$ cat src/rtl/serial_subtractor.sv
// Bit-serial A - B - Bin subtractor, LSB first, one full-subtractor cell.
// Ports: clk/rst_n, in_valid/in_ready+A/B/Bin, out_valid/out_ready+Diff/Bout/Ovf.
module serial_subtractor #(
  parameter int WIDTH = 4
) (
  input  logic             clk,
  input  logic             rst_n,
  input  logic             in_valid,
  output logic             in_ready,
  input  logic [WIDTH-1:0] A,
  input  logic [WIDTH-1:0] B,
  input  logic             Bin,
  output logic             out_valid,
  input  logic             out_ready,
  output logic [WIDTH-1:0] Diff,
  output logic             Bout,
  output logic             Ovf
);

  localparam int CW = (WIDTH > 2) ? $clog2(WIDTH) : 1;
  localparam logic [CW-1:0] LAST = CW'(WIDTH - 1);

  typedef enum logic [1:0] {
    S_IDLE,
    S_SHIFT,
    S_DONE
  } state_t;

  state_t           r_state;
  state_t           w_next;
  logic [WIDTH-1:0] r_a;
  logic [WIDTH-1:0] r_b;
  logic             r_br;
  logic [CW-1:0]    r_cnt;
  logic [WIDTH-1:0] r_dsh;
  logic [WIDTH-1:0] r_diff;
  logic             r_bout;
  logic             r_ovf;

  logic             w_a;
  logic             w_b;
  logic             w_d;
  logic             w_br;
  logic             w_last;
  logic [WIDTH-1:0] w_dsh;

  assign w_a    = r_a[0];
  assign w_b    = r_b[0];
  assign w_d    = w_a ^ w_b ^ r_br;
  assign w_br   = (~w_a & w_b) | (~w_a & r_br) | (w_b & r_br);
  assign w_last = (r_cnt == LAST);
  assign w_dsh  = {w_d, r_dsh[WIDTH-1:1]};

  assign in_ready  = (r_state == S_IDLE);
  assign out_valid = (r_state == S_DONE);
  assign Diff      = r_diff;
  assign Bout      = r_bout;
  assign Ovf       = r_ovf;

  always_ff @(posedge clk or negedge rst_n) begin
    if (!rst_n) r_state <= S_IDLE;
    else        r_state <= w_next;
  end

  always_comb begin
    w_next = r_state;
    unique case (r_state)
      S_IDLE:  if (in_valid)  w_next = S_SHIFT;
      S_SHIFT: if (w_last)    w_next = S_DONE;
      S_DONE:  if (out_ready) w_next = S_IDLE;
      default: w_next = S_IDLE;
    endcase
  end

  // On the last bit, operand regs hold the msbs in bit 0,
  // and the freshly computed d is the result msb.
  always_ff @(posedge clk or negedge rst_n) begin
    if (!rst_n) begin
      r_a    <= '0;
      r_b    <= '0;
      r_br   <= 1'b0;
      r_cnt  <= '0;
      r_dsh  <= '0;
      r_diff <= '0;
      r_bout <= 1'b0;
      r_ovf  <= 1'b0;
    end else begin
      unique case (r_state)
        S_IDLE: begin
          if (in_valid) begin
            r_a   <= A;
            r_b   <= B;
            r_br  <= Bin;
            r_cnt <= '0;
            r_dsh <= '0;
          end
        end
        S_SHIFT: begin
          r_a   <= r_a >> 1;
          r_b   <= r_b >> 1;
          r_br  <= w_br;
          r_dsh <= w_dsh;
          if (w_last) begin
            r_diff <= w_dsh;
            r_bout <= w_br;
            r_ovf  <= (w_a ^ w_b) & (w_a ^ w_d);
          end else begin
            r_cnt <= r_cnt + CW'(1);
          end
        end
        default: ;
      endcase
    end
  end

endmodule
$ cat config.mk
export PLATFORM = sky130hd
export DESIGN_NAME = serial_subtractor
export DESIGN_NICKNAME = d
export VERILOG_FILES = /design/src/rtl/serial_subtractor.sv
export SDC_FILE = /design/constraint.sdc
export NUM_CORES = 1
export LEC_CHECK = 0
export CAP_MARGIN = 10
export CELL_PAD_IN_SITES_DETAIL_PLACEMENT = 2
export CELL_PAD_IN_SITES_GLOBAL_PLACEMENT = 2
export CORE_MARGIN = 1
export CORE_UTILIZATION = 34
export DETAILED_ROUTE_END_ITERATION = 8
export PLACE_DENSITY_LB_ADDON = 0.1
export SLEW_MARGIN = 20
export SYNTH_ARGS = -nofsm -noshare
export SYNTH_HDL_FRONTEND = slang
export SYNTH_SLANG_ARGS = --single-unit
export TNS_END_PERCENT = 5
$ cat constraint.sdc
create_clock -name clk -period 2.32 [get_ports clk]
set_input_delay 0.464 -clock clk [delete_from_list [all_inputs] [get_ports clk]]
set_output_delay 0.464 -clock clk [all_outputs]
set_load 0.02 [all_outputs]
==> results of run 1 <==
[flip-flops by register name (all words and copies together), names as in the netlist]
signal and cells:
Bout 1, Diff 4, Ovf 1, r_a 4, r_b 4, r_br 1
r_cnt 2, r_dsh 3, r_state 2
[stage by stage]
step / util, % / cell area [um^2] / total power [uW] / worst slack, ns / cells
floorplan: - / 1040 / 1300 / 0.974 / 91
global placement: 45.1 / 1270 / 1580 / 0.429 / 142
detailed placement: 45.1 / 1270 / 1640 / 0.296 / 142
CTS: 46.4 / 1310 / 1860 / 0.0830 / 146
global route: 46.4 / 1310 / 1970 / 0.0608 / 146
finish: 46.4 / 1310 / 1840 / 0.180 / 146
[per-layer routing]
layer  routed length, um  track usage [%]  up-vias  share of wire [%]
li1                    -                -      383                  -
met2                1380             31.3       22                 51
met4                  16             3.14        0               0.59
met5                   0                0        -                  0
met3                 133             4.76        2                4.9
met1                1160             24.6      418                 43
[layout make-up]
| type | instances | area [um^2] | area share (%) |
|---|---|---|---|
| sequential | 22 | 552 | 42.0 |
| multi-input combinational | 61 | 444 | 33.8 |
| timing repair buffer | 23 | 223 | 17.0 |
| tap | 31 | 38.8 | 2.96 |
| clock buffer | 4 | 36.3 | 2.76 |
| inverter | 5 | 18.8 | 1.43 |
[worst max-delay path, stage by stage (launching register included)]
cell and delay (ns):
dfrtp_2 0.45, inv_1 0.17, nor2_1 0.13, clkdlybuf4s50_1 0.62
[cell usage in the layout, fill, tap and decap left out, types with 2 or more instances in the layout]
cell type         n
dfrtp_1          21
clkdlybuf4s50_1  20
o22ai_1          10
a21oi_1           7
nand2_1           6
nor2_1            5
o21ai_0           5
inv_1             4
mux2_4            4
a22o_1            3
clkbuf_4          3
buf_4             3
o2bb2ai_1         2
nand2b_1          2
o31ai_1           2
ha_1              2
[logic make-up after synthesis]
kind of cell	count (synthesis)	synth area share (%)
adders and majority gates	3	4.34
xor gates and xnor gates	1	0.845
muxes	4	5.79
buffers and inverters	8	4.10
AOI/OAI and AO/OA	33	21.0
DFF	22	53.1
and+or+nand+nor	20	10.9
[path summary, 6_finish.rpt]
path	to	startpoint	depth (start not counted)
hold reg to reg	Ovf	Ovf	2
hold / removal	r_b[1]	rst_n	2
max in group asynchronous	r_state[1]	rst_n	2
min in group clk	Ovf	Ovf	2
setup / recovery	out_valid	r_state[1]	3
setup reg to reg	Ovf	r_b[0]	4
[power by group]
part,switching (uW),total [uW],internal [uW]
Combinational,484,923,439
Clock,119,215,95.9
Sequential,146,705,558
==> out/metrics.json, run 1 <==
{
  "status": {"value": "complete, but fails checks"},
  "failed_checks": {"value": "design-rule violations"},
  "finish.net_count": {"value": 132},
  "fillCellCount": {"value": 291},
  "antenna_violations_before_repair": {"value": 0},
  "synth_enable_flop_cells": {"value": 0},
  "netlist.top_cell.by_area": {"value": "dfrtp_1"},
  "synth_cells": {"value": 91},
  "cts_htree_levels": {"value": 1},
  "timing.setup.critical_path_class": {"value": "reg2out"},
  "route.detailed.vias_per_inst": {"value": 5.65},
  "drive_gt1_share": {"value": 13.9, "unit": "%"},
  "cp.required": {"value": 1.86, "unit": "ns"},
  "regToRegSetupSlack": {"value": 0.80, "unit": "ns"},
  "ir_drop": {"value": 0.729, "unit": "mV"},
  "report.final.setup_viol": {"value": 0},
  "final.setup.tns": {"value": 0, "unit": "ns"},
  "cts.sinks": {"value": 22},
  "clock_tree_from_tritoncts": {"value": "yes"},
  "worst_setup_hold_path_clk_slew": {"value": 0.12, "unit": "ns"},
  "die_y": {"value": 57.2, "unit": "um"},
  "first_pass_grt_wire_length": {"value": 4.56, "unit": "mm"},
  "final.min_clock_period": {"value": 2.14, "unit": "ns"},
  "synth_seq_cells": {"value": 22},
  "postSynthAreaPerCell": {"value": 11.4, "unit": "um^2"},
  "synth_most_common_cell": {"value": "dfrtp_1"},
  "port_buffers": {"value": 20},
  "post_cts_resize_count": {"value": 0},
  "cts_hold_buf": {"value": 0},
  "power-per-cell-area": {"value": 1400, "unit": "nW/um^2"},
  "grt_pass1_vias": {"value": 904},
  "die_width": {"value": 57.2, "unit": "um"},
  "drt-total-wl": {"value": 2.69, "unit": "mm"},
  "rsz0062_at_grt": {"value": "false"},
  "dr.first_iter.drc_count": {"value": 18},
  "synth_top_flop_cell": {"value": "dfrtp_1"},
  "wl_per_cell": {"value": 18.4, "unit": "um"},
  "synth.net_count": {"value": 107},
  "synth_common_cells": {"value": "dfrtp_1 (22), o22ai_1 (10), a21oi_1 (7)"},
  "global_route_usage_over_all_layers": {"value": 18.6, "unit": "%"},
  "design.portCount": {"value": 21},
  "antenna_cells": {"value": 0},
  "post-route-period-util": {"value": 92.3, "unit": "%"},
  "async_reset_ff_share": {"value": 100, "unit": "%"},
  "clockBufferDepth": {"value": 2},
  "synth_top_cell_area_share": {"value": 53.1, "unit": "%"},
  "timing.fmax": {"value": 467, "unit": "MHz"},
  "clock-root-buffer": {"value": "clkbuf_4"},
  "initial_utilization": {"value": 36.7, "unit": "%"},
  "cts-buffers-inserted": {"value": 3},
  "areaGrowthSynthToFinish": {"value": 26.5, "unit": "%"},
  "core": {"value": 2830, "unit": "um^2"},
  "clock-skew-final": {"value": 0.00107, "unit": "ns"},
  "worstSetupEndpointType": {"value": "primary output"},
  "worstSetupStartpointType": {"value": "flip-flop"},
  "via_count": {"value": 825},
  "drcViolationCount": {"value": 2},
  "ys_seq_area_share": {"value": 53.1, "unit": "%"},
  "worstSkewPairLatency": {"value": 0.31, "unit": "ns"},
  "die-area": {"value": 3280, "unit": "um^2"},
  "place.gp.congestion": {"value": 0.754},
  "hold_violations": {"value": 0},
  "yosysWarnings": {"value": 0},
  "ys_top_cells_by_area": {"value": "dfrtp_1 (53%), o22ai_1 (6.0%), mux2_4 (5.8%)"},
  "finalMaxSlewViolations": {"value": 0},
  "post-cts-setup-buffers": {"value": 0},
  "timing_worst_slew_pin_value": {"value": 0.403, "unit": "ns"},
  "relSlewSlack": {"value": 73.1, "unit": "%"},
  "data_arrival_time_of_the_worst_path": {"value": 1.68, "unit": "ns"},
  "place.detailed.hpwl": {"value": 1.92, "unit": "mm"},
  "total_leakage_power": {"value": 0.000591, "unit": "uW"},
  "min-delay-path-class": {"value": "in2async"},
  "rows": {"value": 19},
  "yosysUniqueCellTypes": {"value": 30},
  "crit_fanout": {"value": 8},
  "postRouteAntennaNets": {"value": 0},
  "worst_hold_slack": {"value": 0.484, "unit": "ns"},
  "grt_max_degree": {"value": 23},
  "drtPass1Iterations": {"value": 6},
  "synth.cell_area": {"value": 1040, "unit": "um^2"},
  "grt_overflow": {"value": 0},
  "cap_violations": {"value": 0}
}
No activity file was read; power rests on OpenSTA's default activity.
==> inputs of run 2 (changes only) <==
--- a/config.mk
+++ b/config.mk
@@ -11,6 +11,7 @@
 export CORE_MARGIN = 1
 export CORE_UTILIZATION = 34
 export DETAILED_ROUTE_END_ITERATION = 8
+export MAX_ROUTING_LAYER = met4
 export PLACE_DENSITY_LB_ADDON = 0.1
 export SLEW_MARGIN = 20
 export SYNTH_ARGS = -nofsm -noshare
==> run 2 against run 1 <==
The flow still finishes with violations (design-rule violations); worst setup slack worse by 0.0063 ns; die area unchanged; critical path type unchanged; clock skew up 0.00071 ns; first-iteration DRC count is 28% higher; utilization did not move.
==> out/metrics.json, run 2 (synthesis gave the netlist of run 1 again) <==
{
  "drive_gt1_share": {"value": 13.9, "unit": "%"},
  "cts.sinks": {"value": 22},
  "grt_max_degree": {"value": 23},
  "final.min_clock_period": {"value": 2.15, "unit": "ns"},
  "initial_utilization": {"value": 36.7, "unit": "%"},
  "drtPass1Iterations": {"value": 6},
  "antenna_cells": {"value": 0},
  "first_pass_grt_wire_length": {"value": 4.56, "unit": "mm"},
  "min-delay-path-class": {"value": "in2async"},
  "power.net_switching": {"value": 750, "unit": "uW"},
  "cts-buffers-inserted": {"value": 3},
  "die-area": {"value": 3280, "unit": "um^2"},
  "timing_worst_slew_pin_value": {"value": 0.410, "unit": "ns"},
  "cap_violations": {"value": 0},
  "finish.net_count": {"value": 132},
  "worst_setup_hold_path_clk_slew": {"value": 0.12, "unit": "ns"},
  "cellInternalPower": {"value": 1090, "unit": "uW"},
  "clockBufferDepth": {"value": 2},
  "multi_input_comb_area": {"value": 444, "unit": "um^2"},
  "core": {"value": 2830, "unit": "um^2"},
  "area.sequential": {"value": 552, "unit": "um^2"},
  "fillCellCount": {"value": 291},
  "mostFrequentLayoutCells": {"value": "dfrtp_1 (21), clkdlybuf4s50_1 (20), o22ai_1 (10), a21oi_1 (7), nand2_1 (6)"},
  "power_frac_clock": {"value": 11.7, "unit": "%"},
  "comb_power_share": {"value": 50.1, "unit": "%"},
  "wl_per_cell": {"value": 18.4, "unit": "um"},
  "via_count": {"value": 832},
  "clock-root-buffer": {"value": "clkbuf_4"},
  "timing.setup.critical_path_class": {"value": "reg2out"},
  "place.detailed.hpwl": {"value": 1.92, "unit": "mm"},
  "power.sequential.fraction": {"value": 38.2, "unit": "%"},
  "drcViolationCount": {"value": 2},
  "power-per-cell-area": {"value": 1400, "unit": "nW/um^2"},
  "stdcell_count": {"value": 146},
  "cts_htree_levels": {"value": 1},
  "worstSetupStartpointType": {"value": "flip-flop"},
  "crit_fanout": {"value": 8},
  "clock_tree_from_tritoncts": {"value": "yes"},
  "route.detailed.vias_per_inst": {"value": 5.70},
  "worstSetupEndpointType": {"value": "primary output"},
  "die_y": {"value": 57.2, "unit": "um"},
  "drt-total-wl": {"value": 2.69, "unit": "mm"},
  "utilization": {"value": 46.4, "unit": "%"},
  "grt_overflow": {"value": 0},
  "status": {"value": "complete, but fails checks"},
  "worst_hold_slack": {"value": 0.487, "unit": "ns"},
  "worstSkewPairLatency": {"value": 0.31, "unit": "ns"},
  "rows": {"value": 19},
  "total_leakage_power": {"value": 0.000591, "unit": "uW"},
  "cp.required": {"value": 1.86, "unit": "ns"},
  "port_buffers": {"value": 20},
  "clock-skew-final": {"value": 0.00178, "unit": "ns"},
  "layout.cells.most_common": {"value": "dfrtp_1"},
  "place.gp.congestion": {"value": 0.763},
  "power.switching_fraction": {"value": 40.7, "unit": "%"},
  "placedCellCount": {"value": 142},
  "data_arrival_time_of_the_worst_path": {"value": 1.68, "unit": "ns"},
  "finalMaxSlewViolations": {"value": 0},
  "timing.fmax": {"value": 466, "unit": "MHz"},
  "regToRegSetupSlack": {"value": 0.80, "unit": "ns"},
  "worstRegToRegCells": {"value": 4},
  "global_route_usage_over_all_layers": {"value": 19.2, "unit": "%"},
  "grt_pass1_vias": {"value": 904},
  "dr.first_iter.drc_count": {"value": 23},
  "post-route-period-util": {"value": 92.5, "unit": "%"},
  "cts_hold_buf": {"value": 0},
  "final.setup.tns": {"value": 0, "unit": "ns"},
  "postRouteAntennaNets": {"value": 0},
  "report.final.setup_viol": {"value": 0},
  "detailed_place.area": {"value": 1270, "unit": "um^2"},
  "ir_drop": {"value": 0.732, "unit": "mV"},
  "design.portCount": {"value": 21},
  "rsz0062_at_grt": {"value": "false"},
  "failed_checks": {"value": "design-rule violations"},
  "hold_violations": {"value": 0},
  "areaGrowthSynthToFinish": {"value": 26.5, "unit": "%"},
  "die_width": {"value": 57.2, "unit": "um"},
  "fin_area": {"value": 1310, "unit": "um^2"},
  "antenna_violations_before_repair": {"value": 0},
  "relSlewSlack": {"value": 72.5, "unit": "%"}
}
[run 2: cell counts in the layout (fill, tap and decap cells not counted)]
No cell type changed its count.
[run 2: worst max-delay path, stage by stage, from the launching register on]
cell and delay [ns]:
dfrtp_2 0.45, inv_1 0.17, nor2_1 0.13, clkdlybuf4s50_1 0.62
[run 2: metrics by stage]
stage	setup WS (ns)	total power (uW)
finish	0.173	1840
floorplan	0.974	1300
global placement	0.429	1580
global route	0.0608	1970
detailed placement	0.296	1640
CTS	0.0830	1860
[run 2: layout make-up]
cell class                 count  area share [%]
multi-input combinational     61            33.8
sequential                    22            42.0
tap                           31            2.96
clock buffer                   4            2.76
timing repair buffer          23            17.0
inverter                       5            1.43
[run 2: worst paths after layout]
path,startpoint,end
max,r_state[1],out_valid
min,rst_n,r_b[1]
max reg2reg,r_b[0],Ovf
min reg2reg,Ovf,Ovf
max in group asynchronous,rst_n,r_state[1]
min in group clk,Ovf,Ovf
[run 2: power groups by stage]
stage / logic [uW] / clock network [uW] / registers [uW]
final: 923 / 216 / 705
after CTS: 935 / 224 / 705
after global placement: 876 / 0 / 701
after global routing: 1010 / 239 / 730
after detailed placement: 929 / 0 / 708
after floorplan: 584 / 0 / 718
[run 2: routing by layer]
layer	vias to the layer above	GRT usage, %	routed length, um
met3	2	4.76	117
met4	0	3.14	16
met2	21	31.3	1360
met1	426	24.6	1200
li1	383	-	-
met5	-	-	0
[run 2: timing repair]
item	4_1_cts	5_1_grt
endpoints found under the hold margin	0	0
resized for setup	0	1
endpoints found under the setup margin	0	1
setup buffers	0	0
==> inputs of run 3 (changes only) <==
--- a/config.mk
+++ b/config.mk
@@ -10,10 +10,10 @@
 export CELL_PAD_IN_SITES_GLOBAL_PLACEMENT = 2
 export CORE_MARGIN = 1
 export CORE_UTILIZATION = 34
+export CTS_CLUSTER_DIAMETER = 100
 export DETAILED_ROUTE_END_ITERATION = 8
 export MAX_ROUTING_LAYER = met4
 export PLACE_DENSITY_LB_ADDON = 0.1
-export SLEW_MARGIN = 20
 export SYNTH_ARGS = -nofsm -noshare
 export SYNTH_HDL_FRONTEND = slang
 export SYNTH_SLANG_ARGS = --single-unit
==> results of run 3 <==
Same layout as run 2: the final DEF is identical, and so are final timing and power.
